$ cat config.mk
export PLATFORM = sky130hd
export DESIGN_NAME = m68k_bus_master
export DESIGN_NICKNAME = d
export VERILOG_FILES = /design/src/rtl/m68k_bus_master.sv
export SDC_FILE = /design/constraint.sdc
export NUM_CORES = 1
export LEC_CHECK = 0
export CAP_MARGIN = 20
export CORE_ASPECT_RATIO = 2
export CORE_MARGIN = 5
export CORE_UTILIZATION = 25
export DETAILED_ROUTE_END_ITERATION = 16
export PLACE_DENSITY = 0.55
export SETUP_SLACK_MARGIN = 0.5
export SYNTH_ARGS = -nofsm -noshare
export SYNTH_HDL_FRONTEND = slang
export SYNTH_SLANG_ARGS = --single-unit
$ cat constraint.sdc
create_clock -name clk -period 3.5 [get_ports clk]
set_input_delay 0.525 -clock clk [delete_from_list [all_inputs] [get_ports clk]]
set_output_delay 0.525 -clock clk [all_outputs]
set_load 0.01 [all_outputs]
$ cat src/rtl/m68k_bus_master.sv
// 68000-style asynchronous bus master: arbitrates for the bus with BR/BG/BGACK,
// runs one read or write cycle per local request and reports done or err.
module m68k_bus_master #(
  parameter int unsigned TIMEOUT  = 255,
  parameter bit          KEEP_BUS = 1'b1
) (
  input  logic        clk,
  input  logic        por_n,
  // local request side
  input  logic        req,
  input  logic        req_rw,
  input  logic [22:0] req_addr,
  input  logic [1:0]  req_be,
  input  logic [15:0] req_wdata,
  output logic        done,
  output logic        err,
  output logic [15:0] rdata,
  // arbitration
  output logic        br_n,
  output logic        bgack_n,
  input  logic        bg_n,
  input  logic        bgack_in_n,
  input  logic        as_in_n,
  // bus cycle
  output logic        as_n,
  output logic        uds_n,
  output logic        lds_n,
  output logic        rw,
  output logic [22:0] addr_out,
  output logic [15:0] data_out,
  output logic        data_oe,
  input  logic [15:0] data_in,
  input  logic        dtack_n,
  input  logic        berr_n,
  output logic        bus_oe
);

  typedef enum logic [2:0] {
    S_IDLE, S_REQ, S_OWN, S_ADDR, S_STRB, S_WAIT, S_END, S_REL
  } state_t;

  localparam logic [7:0] TMO_LAST = 8'(TIMEOUT - 1);

  state_t      r_state;
  state_t      w_next;
  logic        r_rw;
  logic [1:0]  r_be;
  logic [7:0]  r_cnt;
  logic        r_err;

  logic w_be_ok;
  logic w_grant;
  logic w_dtack;
  logic w_berr;
  logic w_tmo;
  logic w_keep;
  logic w_load;

  assign w_be_ok = |req_be;
  // The bus is free only when the CPU grants it and no other cycle or master is active.
  assign w_grant = !bg_n && as_in_n && dtack_n && bgack_in_n;
  assign w_dtack = !dtack_n;
  assign w_berr  = !berr_n;
  assign w_tmo   = (r_cnt >= TMO_LAST);
  assign w_keep  = KEEP_BUS && req && w_be_ok && !r_err;
  assign w_load  = ((r_state == S_IDLE) && req && w_be_ok) ||
                   ((r_state == S_END) && w_keep);

  // NOTE: sequential state uses non-blocking (<=) so every flop samples pre-edge values.
  always_ff @(posedge clk or negedge por_n) begin
    if (!por_n) r_state <= S_IDLE;
    else        r_state <= w_next;
  end

  always_comb begin
    // NOTE: default first so no path through the case leaves w_next unassigned (no latch).
    w_next = r_state;
    unique case (r_state)
      S_IDLE: if (req && w_be_ok) w_next = S_REQ;
      S_REQ:  if (w_grant) w_next = S_OWN;
      S_OWN:  w_next = S_ADDR;
      S_ADDR: w_next = S_STRB;
      S_STRB: w_next = S_WAIT;
      S_WAIT: if (w_berr || w_dtack || w_tmo) w_next = S_END;
      S_END:  w_next = w_keep ? S_ADDR : S_REL;
      S_REL:  w_next = S_IDLE;
      default: w_next = S_IDLE;
    endcase
  end

  always_comb begin
    br_n    = 1'b1;
    bgack_n = 1'b1;
    bus_oe  = 1'b0;
    as_n    = 1'b1;
    uds_n   = 1'b1;
    lds_n   = 1'b1;
    rw      = 1'b1;
    data_oe = 1'b0;
    done    = 1'b0;
    err     = 1'b0;
    unique case (r_state)
      S_IDLE: err = por_n && req && !w_be_ok;
      S_REQ:  br_n = 1'b0;
      S_OWN: begin
        bgack_n = 1'b0;
        bus_oe  = 1'b1;
      end
      S_ADDR: begin
        bgack_n = 1'b0;
        bus_oe  = 1'b1;
        rw      = r_rw;
        data_oe = !r_rw;
      end
      S_STRB: begin
        bgack_n = 1'b0;
        bus_oe  = 1'b1;
        rw      = r_rw;
        data_oe = !r_rw;
        as_n    = 1'b0;
        // Reads strobe the data lanes with AS; writes wait one clock for data setup.
        uds_n   = !(r_rw && r_be[1]);
        lds_n   = !(r_rw && r_be[0]);
      end
      S_WAIT: begin
        bgack_n = 1'b0;
        bus_oe  = 1'b1;
        rw      = r_rw;
        data_oe = !r_rw;
        as_n    = 1'b0;
        uds_n   = !r_be[1];
        lds_n   = !r_be[0];
      end
      S_END: begin
        bgack_n = 1'b0;
        bus_oe  = 1'b1;
        rw      = r_rw;
        data_oe = !r_rw;
        done    = !r_err;
        err     = r_err;
      end
      S_REL: ;
      default: ;
    endcase
  end

  always_ff @(posedge clk or negedge por_n) begin
    if (!por_n) begin
      r_rw     <= 1'b1;
      r_be     <= 2'b00;
      addr_out <= '0;
      data_out <= '0;
      rdata    <= '0;
      r_cnt    <= '0;
      r_err    <= 1'b0;
    end else begin
      if (w_load) begin
        r_rw     <= req_rw;
        r_be     <= req_be;
        addr_out <= req_addr;
        data_out <= req_wdata;
      end

      if (r_state == S_STRB)
        r_cnt <= '0;
      else if ((r_state == S_WAIT) && (r_cnt != 8'hFF))
        r_cnt <= r_cnt + 8'd1;

      // Bus error wins over DTACK; DTACK wins over a timeout in the same clock.
      if (r_state == S_WAIT)
        r_err <= w_berr || (!w_dtack && w_tmo);

      if ((r_state == S_WAIT) && w_dtack && !w_berr && r_rw)
        rdata <= data_in;
    end
  end

endmodule

* Yosys cells after proc, flatten, opt, wreduce, memory -nomap -nowiden
Index checks and enable logic that the tools add are counted.
Operators by class: $lt $le $gt $ge 1, multiplexer cells 17, $add $sub $neg 1, reductions and logical operators 38, equal/unequal tests 11
Operators by type and width (count):
- $pmux 3 s8 | 1
- $logic_and 1x1->1 | 17
- $mux 8 | 2
- $eq 3x3->1 const B | 4
- $mux 3 | 4
- $logic_not 1->1 | 10
- $add 8x1->8 const B | 1
- $ge 8x8->1 const B | 1
- $ne 8x8->1 const B | 1
- $mux 1 | 7
- $eq 3x2->1 const B | 2
- $pmux 1 s2 | 3
- $reduce_or 5->1 | 1
- $logic_or 1x1->1 | 4
- $ne 2x2->1 const B | 2
- $reduce_or 2->1 | 2
- $reduce_or 4->1 | 1
- $eq 3x1->1 const B | 1
- $logic_not 3->1 | 1
- $reduce_and 3->1 | 1
- $ne 2x1->1 const B | 1
- $reduce_bool 2->1 | 1
Storage, ports and cells: logic and storage cells 76, bits of input ports 66, flip-flop bits (word level) 70, output and inout port bits 65

* Depth between registers and ports, before layout
Gate-level depths: netlist of run 1.
depth in word-level cells 6, mapped depth 7, depth with buffers taken out 6

* Worst setup path after synthesis of run 1
No wires, ideal clock.
path kind flip-flop to flip-flop, start point register r_state[1], end point register rdata[10], period minus slack after synthesis 1.689 ns, data required time 3.375 ns, cell stages (with the launch flop) 6, path slack 1.811 ns, data arrival time 1.564 ns, setup time 0.125 ns, path buffers 1, cells stage by stage dfrtp_1 > and3b_4 > nand2_4 > nor3b_4 > buf_12 > mux2_4
Between the ends: longest elaborated chain between the ends 4
Ends and longest elaborated chain:
- start: declaration | RTL line 44 | state_t r_state;
- start signal: assignment | RTL line 72 | else r_state <= w_next;
- $eq 3x3->1 | RTL line 173 | if ((r_state == S_WAIT) && w_dtack && !w_berr && r_rw)
- $logic_and 1x1->1 (3 in series) | RTL line 173
- end signal: assignment | RTL line 174 | rdata <= data_in;
- end: declaration | RTL line 17 | output logic [15:0] rdata,
Every way passes these cells. A chain may end at the register's enable or synchronous reset.

* Worst setup path after layout of run 1
start point register r_state[0], end point output port data_oe
Between the ends: longest elaborated chain between the ends 3, elaborated cells between the ends (all ways) 6, those cells by class eq/ne (4); mux (1); reduce/logical (1)
Ends and longest elaborated chain:
- $eq 3x3->1 / $eq 3x2->1 (equally long branches) | RTL line 102 | unique case (r_state)
- $reduce_or 4->1 (no source line) *
- $mux 1 *
- end: declaration | RTL line 31 | output logic data_oe,
Mark *: on every way between the ends. The rest lies on a longest branch, timed or not.

==> flow_metrics.py, run 1 <==
metrics = {
    "timing": {
        "setup_viol": 0,
        "slew_viol_final": 0,
        "worst_clock_skew_ns": 0.00477,
        "fmax_mhz": 375,
        "fin_crit_sh_pct": 76.3,
        "hold_violations": 0,
        "rsz0062_at_grt": "no",
        "setup-tns-final_ns": 0,
        "period_needed_ns": 2.67,
        "maxSlewHeadroom_pct": 40.1,
        "worst_pin_slew_ns": 0.899,
    },
    "critical_path": {
        "cp.arrival_ns": 2.14,
        "crit_required_ns": 2.97,
        "slowest_stage": "dfrtp_1",
        "r2r-start": "r_state[1]",
        "crit_path_end": "data_oe",
        "end_kind": "output pin",
        "critPathMaxFanout": 14,
        "crit_start": "r_state[0]",
        "reg2reg_depth": 4,
        "start_kind": "flop",
        "crit_chain": "nand2_1 > xnor2_1 > or2_2 > inv_1 > clkdlybuf4s50_1",
        "crit_cells": 5,
        "reg2reg_slack_ns": 1.43,
        "worstSetupPathType": "flop to output pin",
        "cp_num_buf_inv": 2,
        "crit_family": "flip-flops",
        "rr_endpoint": "data_out[11]",
        "cp_slowest_stage_delay_ns": 0.64,
    },
    "global_route": {
        "grt_overflow": 0,
        "track_usage_pct": 12.3,
        "grt_pass1_vias": 2635,
        "grt_pass1_wl_um": 13700,
        "grt_max_degree": 71,
        "antenna_found_initial": 0,
    },
    "clock_network": {
        "postCtsHoldBufs": 0,
        "post_cts_buffers": 0,
        "cts_tree": "yes",
        "clk_path_buf_depth": 2,
        "htreeDepth": 3,
        "cts_sinks": 70,
        "cts_resized": 0,
        "cts-root-buf": "clkbuf_16",
        "clk_pin_slew_worst_paths_ns": 0.06,
        "numCtsBuffers": 9,
        "clkLatencyLatePin_ns": 0.33,
    },
    "floorplanning": {
        "std_cell_rows": 57,
        "core_mm2": 0.0121,
        "pin_count": 131,
        "dieArea_mm2": 0.0146,
        "initial_core_util_pct": 25.3,
        "die_w_um": 88.0,
        "die_h_um": 166,
    },
    "synth": {
        "synth.distinct_cells": 44,
        "synth_nets": 289,
        "yosysTopAreaCell": "dfrtp_1",
        "yosys_warnings": 0,
        "ys.flop_type": "dfrtp_1",
        "ys_top_cells_by_count": "dfrtp_1 (69), mux2_2 (48), mux2_4 (10), nor2_1 (10), a21oi_1 (9)",
        "synth_cells": 221,
        "synth.most_common_cell": "dfrtp_1",
        "post-synth-top-area-fraction_pct": 56.7,
        "synth_seq_area_share_pct": 57.6,
        "async_reset_ff_share_pct": 100,
        "synth_edf_count": 0,
        "syn_area_per_cell_um2": 13.8,
        "ys_ff_latch": 70,
        "synth_area_mm2": 0.00304,
        "synthTopCellsByArea": "dfrtp_1 (57%), mux2_2 (18%), mux2_4 (4.9%), a21oi_1 (1.5%), buf_4 (1.2%)",
    },
    "routing": {
        "wl_per_cell_um": 17.0,
        "wl_met3_um": 657,
        "drt_iter0_drc": 94,
        "met2_length_um": 4840,
        "viasPerCell": 4.54,
        "drt_wl_total_um": 8630,
        "highest_layer": "met4",
        "num_vias": 2308,
        "first_pass_iters": 4,
        "wl_met1_um": 2920,
        "antenna_left": 0,
        "route.detailed.drc": 0,
    },
    "run_status": {
        "outcome": "finished, final reports clean",
    },
    "power_and_ir_drop": {
        "p_per_area_mw_per_mm2": 894,
        "ir_drop_mv": 0.365,
        "power.leakage_nw": 2.01,
    },
    "finish": {
        "drive_above_1_share_pct": 25.2,
        "area_delta_synth_final_pct": 58.9,
        "nets": 424,
        "antenna_cells": 0,
        "fillers": 1167,
        "postLayoutCoreUtil_pct": 40.1,
    },
    "placed_design": {
        "portBuffers": 130,
        "hpwl_um": 6580,
        "gp_congestion": 0.801,
    },
    "min_path": {
        "hold_path.class": "input pin to asynchronous set/reset pin",
    },
    "flow_run": {
        "cap_violations": 0,
    },
}
-- routing by layer --
metal | global-route usage [%] | vias up
met4 | 5.72 | 0
met1 | 12.3 | 1125
met2 | 22.4 | 103
met3 | 3.53 | 16
li1 | - | 1064
met5 | 0 | -
-- worst min-delay path by stage --
| stage | from | end | slack, ns |
|---|---|---|---|
| CTS | por_n | r_cnt[1] | 0.48 |
| global placement | data_out[9] | data_out[9] | 0.49 |
| finish | por_n | r_cnt[0] | 0.44 |
| global route | data_out[9] | data_out[9] | 0.52 |
| detailed placement | data_out[9] | data_out[9] | 0.49 |
| floorplan | por_n | addr_out[0] | 0.23 |
-- worst reg2reg max path, cell delays in order (launching register included) --
cell     delay (ns)
dfrtp_1        0.50
nor2_1         0.35
o21a_2         0.42
buf_4          0.32
mux2_2         0.37
-- kinds of logic (layout without fill, tap and decap cells) --
family	after synthesis	count (layout)	synth area share, %
flops	70	70	57.6
mux	59	59	23.0
compound gates	28	28	5.96
xor+xnor	1	1	0.288
fa+ha+maj	2	2	0.822
simple gates	44	44	8.71
buf+inv	17	157	3.62
-- cell usage in the layout (no fill, tap or decap), types with 2 or more instances in the layout --
| master | netlist | layout |
|---|---|---|
| dfrtp_1 | 69 | 69 |
| nand3_1 | 5 | 5 |
| nand4_1 | 2 | 2 |
| nor2_1 | 10 | 10 |
| a31oi_1 | 4 | 4 |
| a31o_2 | 2 | 2 |
| nand2_1 | 8 | 8 |
| a211oi_1 | 2 | 2 |
| clkdlybuf4s50_1 | 0 | 129 |
| buf_4 | 5 | 6 |
| bufinv_16 | 0 | 3 |
| inv_1 | 4 | 4 |
| clkinvlp_4 | 0 | 2 |
| ha_1 | 2 | 2 |
| clkbuf_8 | 0 | 2 |
| clkbuf_16 | 0 | 9 |
| a21oi_1 | 9 | 9 |
| or3_1 | 3 | 3 |
| and4_1 | 4 | 4 |
| o21ai_0 | 4 | 4 |
| mux2_4 | 10 | 10 |
| mux2_2 | 48 | 48 |
-- stage by stage --
step | instance area [µm²] | cells | setup WS, ns | hold WS, ns | total power [mW]
finish | 4840 | 508 | 0.830 | 0.438 | 4.33
global route | 4840 | 508 | 0.648 | 0.519 | 4.58
CTS | 4840 | 508 | 0.635 | 0.482 | 4.40
detailed placement | 4480 | 492 | 0.938 | 0.494 | 3.30
global placement | 4480 | 492 | 0.920 | 0.490 | 3.27
floorplan | 3040 | 221 | 1.81 | 0.229 | 2.28
-- where the power goes --
part | internal (mW) | switching, mW | total (mW)
Combinational | 1.12 | 0.692 | 1.81
Sequential | 1.18 | 0.262 | 1.44
Clock | 0.735 | 0.339 | 1.07
Total | 3.03 | 1.29 | 4.33
-- flip-flops by register name, indices dropped and copies added (netlist names) --
| name | count |
|---|---|
| r_be | 2 |
| r_state | 3 |
| r_err | 1 |
| data_out | 16 |
| rdata | 16 |
| addr_out | 23 |
| r_rw | 1 |
| r_cnt | 8 |
-- area by class of cell --
type,instances,area [µm²],area share [%]
Sequential cell,70,1750,36.2
Timing Repair Buffer,135,1340,27.6
Inverter,6,22.5,0.465
Multi-Input combinational cell,134,1180,24.5
Clock buffer,11,253,5.22
Clock inverter,5,105,2.17
Tap cell,147,184,3.80
Power figures use the tool's default switching activity.
==> inputs of run 2 (changes only) <==
--- a/config.mk
+++ b/config.mk
@@ -10,7 +10,7 @@
 export CORE_MARGIN = 5
 export CORE_UTILIZATION = 25
 export DETAILED_ROUTE_END_ITERATION = 16
-export PLACE_DENSITY = 0.55
+export PLACE_DENSITY = 0.57
 export SETUP_SLACK_MARGIN = 0.5
 export SYNTH_ARGS = -nofsm -noshare
 export SYNTH_HDL_FRONTEND = slang
==> constraint.sdc (replaced) <==
create_clock -name clk -period 2.2 [get_ports clk]
set_input_delay 0.33 -clock clk [delete_from_list [all_inputs] [get_ports clk]]
set_output_delay 0.33 -clock clk [all_outputs]
set_load 0.01 [all_outputs]
==> flow_metrics.py, run 2 (synthesis results as in run 1) <==
metrics = {
    "critical_path": {
        "cp.arrival_ns": 2.05,
        "end_kind": "flop",
        "r2r-start": "r_state[1]",
        "crit_required_ns": 2.41,
        "crit_chain": "buf_6 > and3b_4 > nand2_4 > nor3b_4 > buf_4 > buf_12 > mux2_4",
        "cp_slowest_stage_delay_ns": 0.45,
        "cp_num_buf_inv": 3,
        "crit_start": "r_state[1]",
        "crit_family": "simple AND/OR/NAND/NOR gates",
        "slowest_stage": "dfrtp_2",
        "critPathMaxFanout": 8,
        "worstSetupPathType": "flop to flop",
        "start_kind": "flop",
    },
    "power_and_ir_drop": {
        "clock_power_share_pct": 21.0,
        "power_frac_seq_pct": 31.1,
        "intPower_mw": 5.08,
        "comb_power_share_pct": 47.9,
        "p_total_mw": 7.34,
        "power.leakage_nw": 2.25,
        "ir_drop_mv": 0.633,
        "power.share.switching_pct": 30.8,
        "p_sw_mw": 2.26,
        "p_per_area_mw_per_mm2": 1380,
    },
    "routing": {
        "num_vias": 2441,
        "viasPerCell": 4.53,
        "first_pass_iters": 4,
        "drt_iter0_drc": 46,
        "drt_wl_total_um": 9850,
        "antenna_left": 0,
        "wl_per_cell_um": 18.3,
        "route.detailed.drc": 0,
    },
    "floorplanning": {
        "core_mm2": 0.0121,
        "pin_count": 131,
        "dieArea_mm2": 0.0146,
        "initial_core_util_pct": 25.3,
        "die_w_um": 88.0,
        "die_h_um": 166,
        "std_cell_rows": 57,
    },
    "global_route": {
        "grt_overflow": 0,
        "grt_pass1_wl_um": 15100,
        "track_usage_pct": 13.8,
        "antenna_found_initial": 0,
        "grt_max_degree": 71,
        "grt_pass1_vias": 2760,
    },
    "timing": {
        "hold_violations": 0,
        "slew_viol_final": 0,
        "fin_crit_sh_pct": 83.6,
        "timing.hold.ws_ns": 0.205,
        "setup_viol": 0,
        "fmax_mhz": 543,
        "maxSlewHeadroom_pct": 36.9,
        "setup-tns-final_ns": 0,
        "worst_clock_skew_ns": 0.00585,
        "worst_pin_slew_ns": 0.947,
        "rsz0062_at_grt": "yes",
        "period_needed_ns": 1.84,
    },
    "flow_run": {
        "cap_violations": 0,
    },
    "clock_network": {
        "cts_sinks": 70,
        "cts_tree": "yes",
        "htreeDepth": 3,
        "postCtsHoldBufs": 0,
        "numCtsBuffers": 9,
        "cts-root-buf": "clkbuf_16",
        "clk_pin_slew_worst_paths_ns": 0.06,
        "clk_path_buf_depth": 2,
        "clkLatencyLatePin_ns": 0.33,
    },
    "run_status": {
        "outcome": "finished, final reports clean",
    },
    "min_path": {
        "hold_path.class": "input pin to asynchronous set/reset pin",
    },
    "finish": {
        "layout_commonest_cell": "clkdlybuf4s50_1",
        "drive_above_1_share_pct": 36.0,
        "area_delta_synth_final_pct": 74.3,
        "top_register": "addr_out",
        "antenna_cells": 0,
        "reg_top3": "addr_out x23, data_out x16, rdata x16",
        "layout_common_cells": "clkdlybuf4s50_1 (119), dfrtp_1 (66), mux2_2 (42)",
        "fillers": 1126,
        "largest_register_ffs": 23,
        "nets": 456,
    },
    "placed_design": {
        "portBuffers": 130,
        "gp_congestion": 0.816,
        "hpwl_um": 6340,
    },
}
==> run 2: path summary, 6_finish.rpt <==
path                                 to  slack (ns)  depth (start not counted)
setup reg to reg               rdata[7]        0.36                          7
hold / removal               r_state[1]        0.20                          2
setup / recovery               rdata[7]        0.36                          7
max in group asynchronous      rdata[5]        1.33                          2
hold reg to reg            addr_out[14]        0.50                          1
min in group clk           addr_out[14]        0.50                          1
==> run 2: what timing repair did <==
item / in CTS / in global routing
endpoints found under the hold margin: 0 / 0
resized for setup: 67 / 11
gates cloned: 6 / 2
setup endpoints to repair: 68 / 72
pin swaps: 6 / 2
setup buffers: 19 / 2
==> run 2: worst reg2reg max path: stages (launching register included) <==
cell	delay, ns
dfrtp_2	0.45
buf_6	0.13
and3b_4	0.31
nand2_4	0.06
nor3b_4	0.19
buf_4	0.15
buf_12	0.13
mux2_4	0.30
==> run 2: power groups by stage <==
stage / clock network (mW) / logic [mW] / registers (mW)
global placement: 0 / 2.96 / 2.31
global route: 1.66 / 3.77 / 2.38
finish: 1.54 / 3.51 / 2.28
CTS: 1.59 / 3.48 / 2.28
floorplan: 0 / 1.18 / 2.44
detailed placement: 0 / 2.99 / 2.31
==> run 2: final cells by class <==
type	instances	area (µm²)	area share, %
inverters	6	23.8	0.448
clock inverters	5	83.8	1.58
well taps	147	184	3.47
clock buffers	10	229	4.32
flip-flops and latches	70	1760	33.1
multi-input cells	134	1250	23.6
repair buffers	167	1780	33.5
==> run 2: per-stage QoR <==
| stage | setup slack (ns) | instance area [µm²] | utilization [%] | cells |
|---|---|---|---|---|
| final | 0.360 | 5310 | 44.0 | 539 |
| after global routing | 0.279 | 5310 | 44.0 | 539 |
| after CTS | 0.350 | 5220 | 43.3 | 535 |
| after detailed placement | 0.126 | 4530 | 37.5 | 495 |
| after global placement | 0.157 | 4530 | 37.5 | 495 |
| after floorplan | 0.511 | 3040 | - | 221 |
==> run 2: layer usage <==
layer / vias up / routed length [µm] / global-route usage (%)
met2: 84 / 5830 / 26.6
met1: 1212 / 3220 / 13.1
li1: 1135 / - / -
met3: 10 / 657 / 4.62
met4: 0 / 144 / 4.01
met5: - / 0 / 0
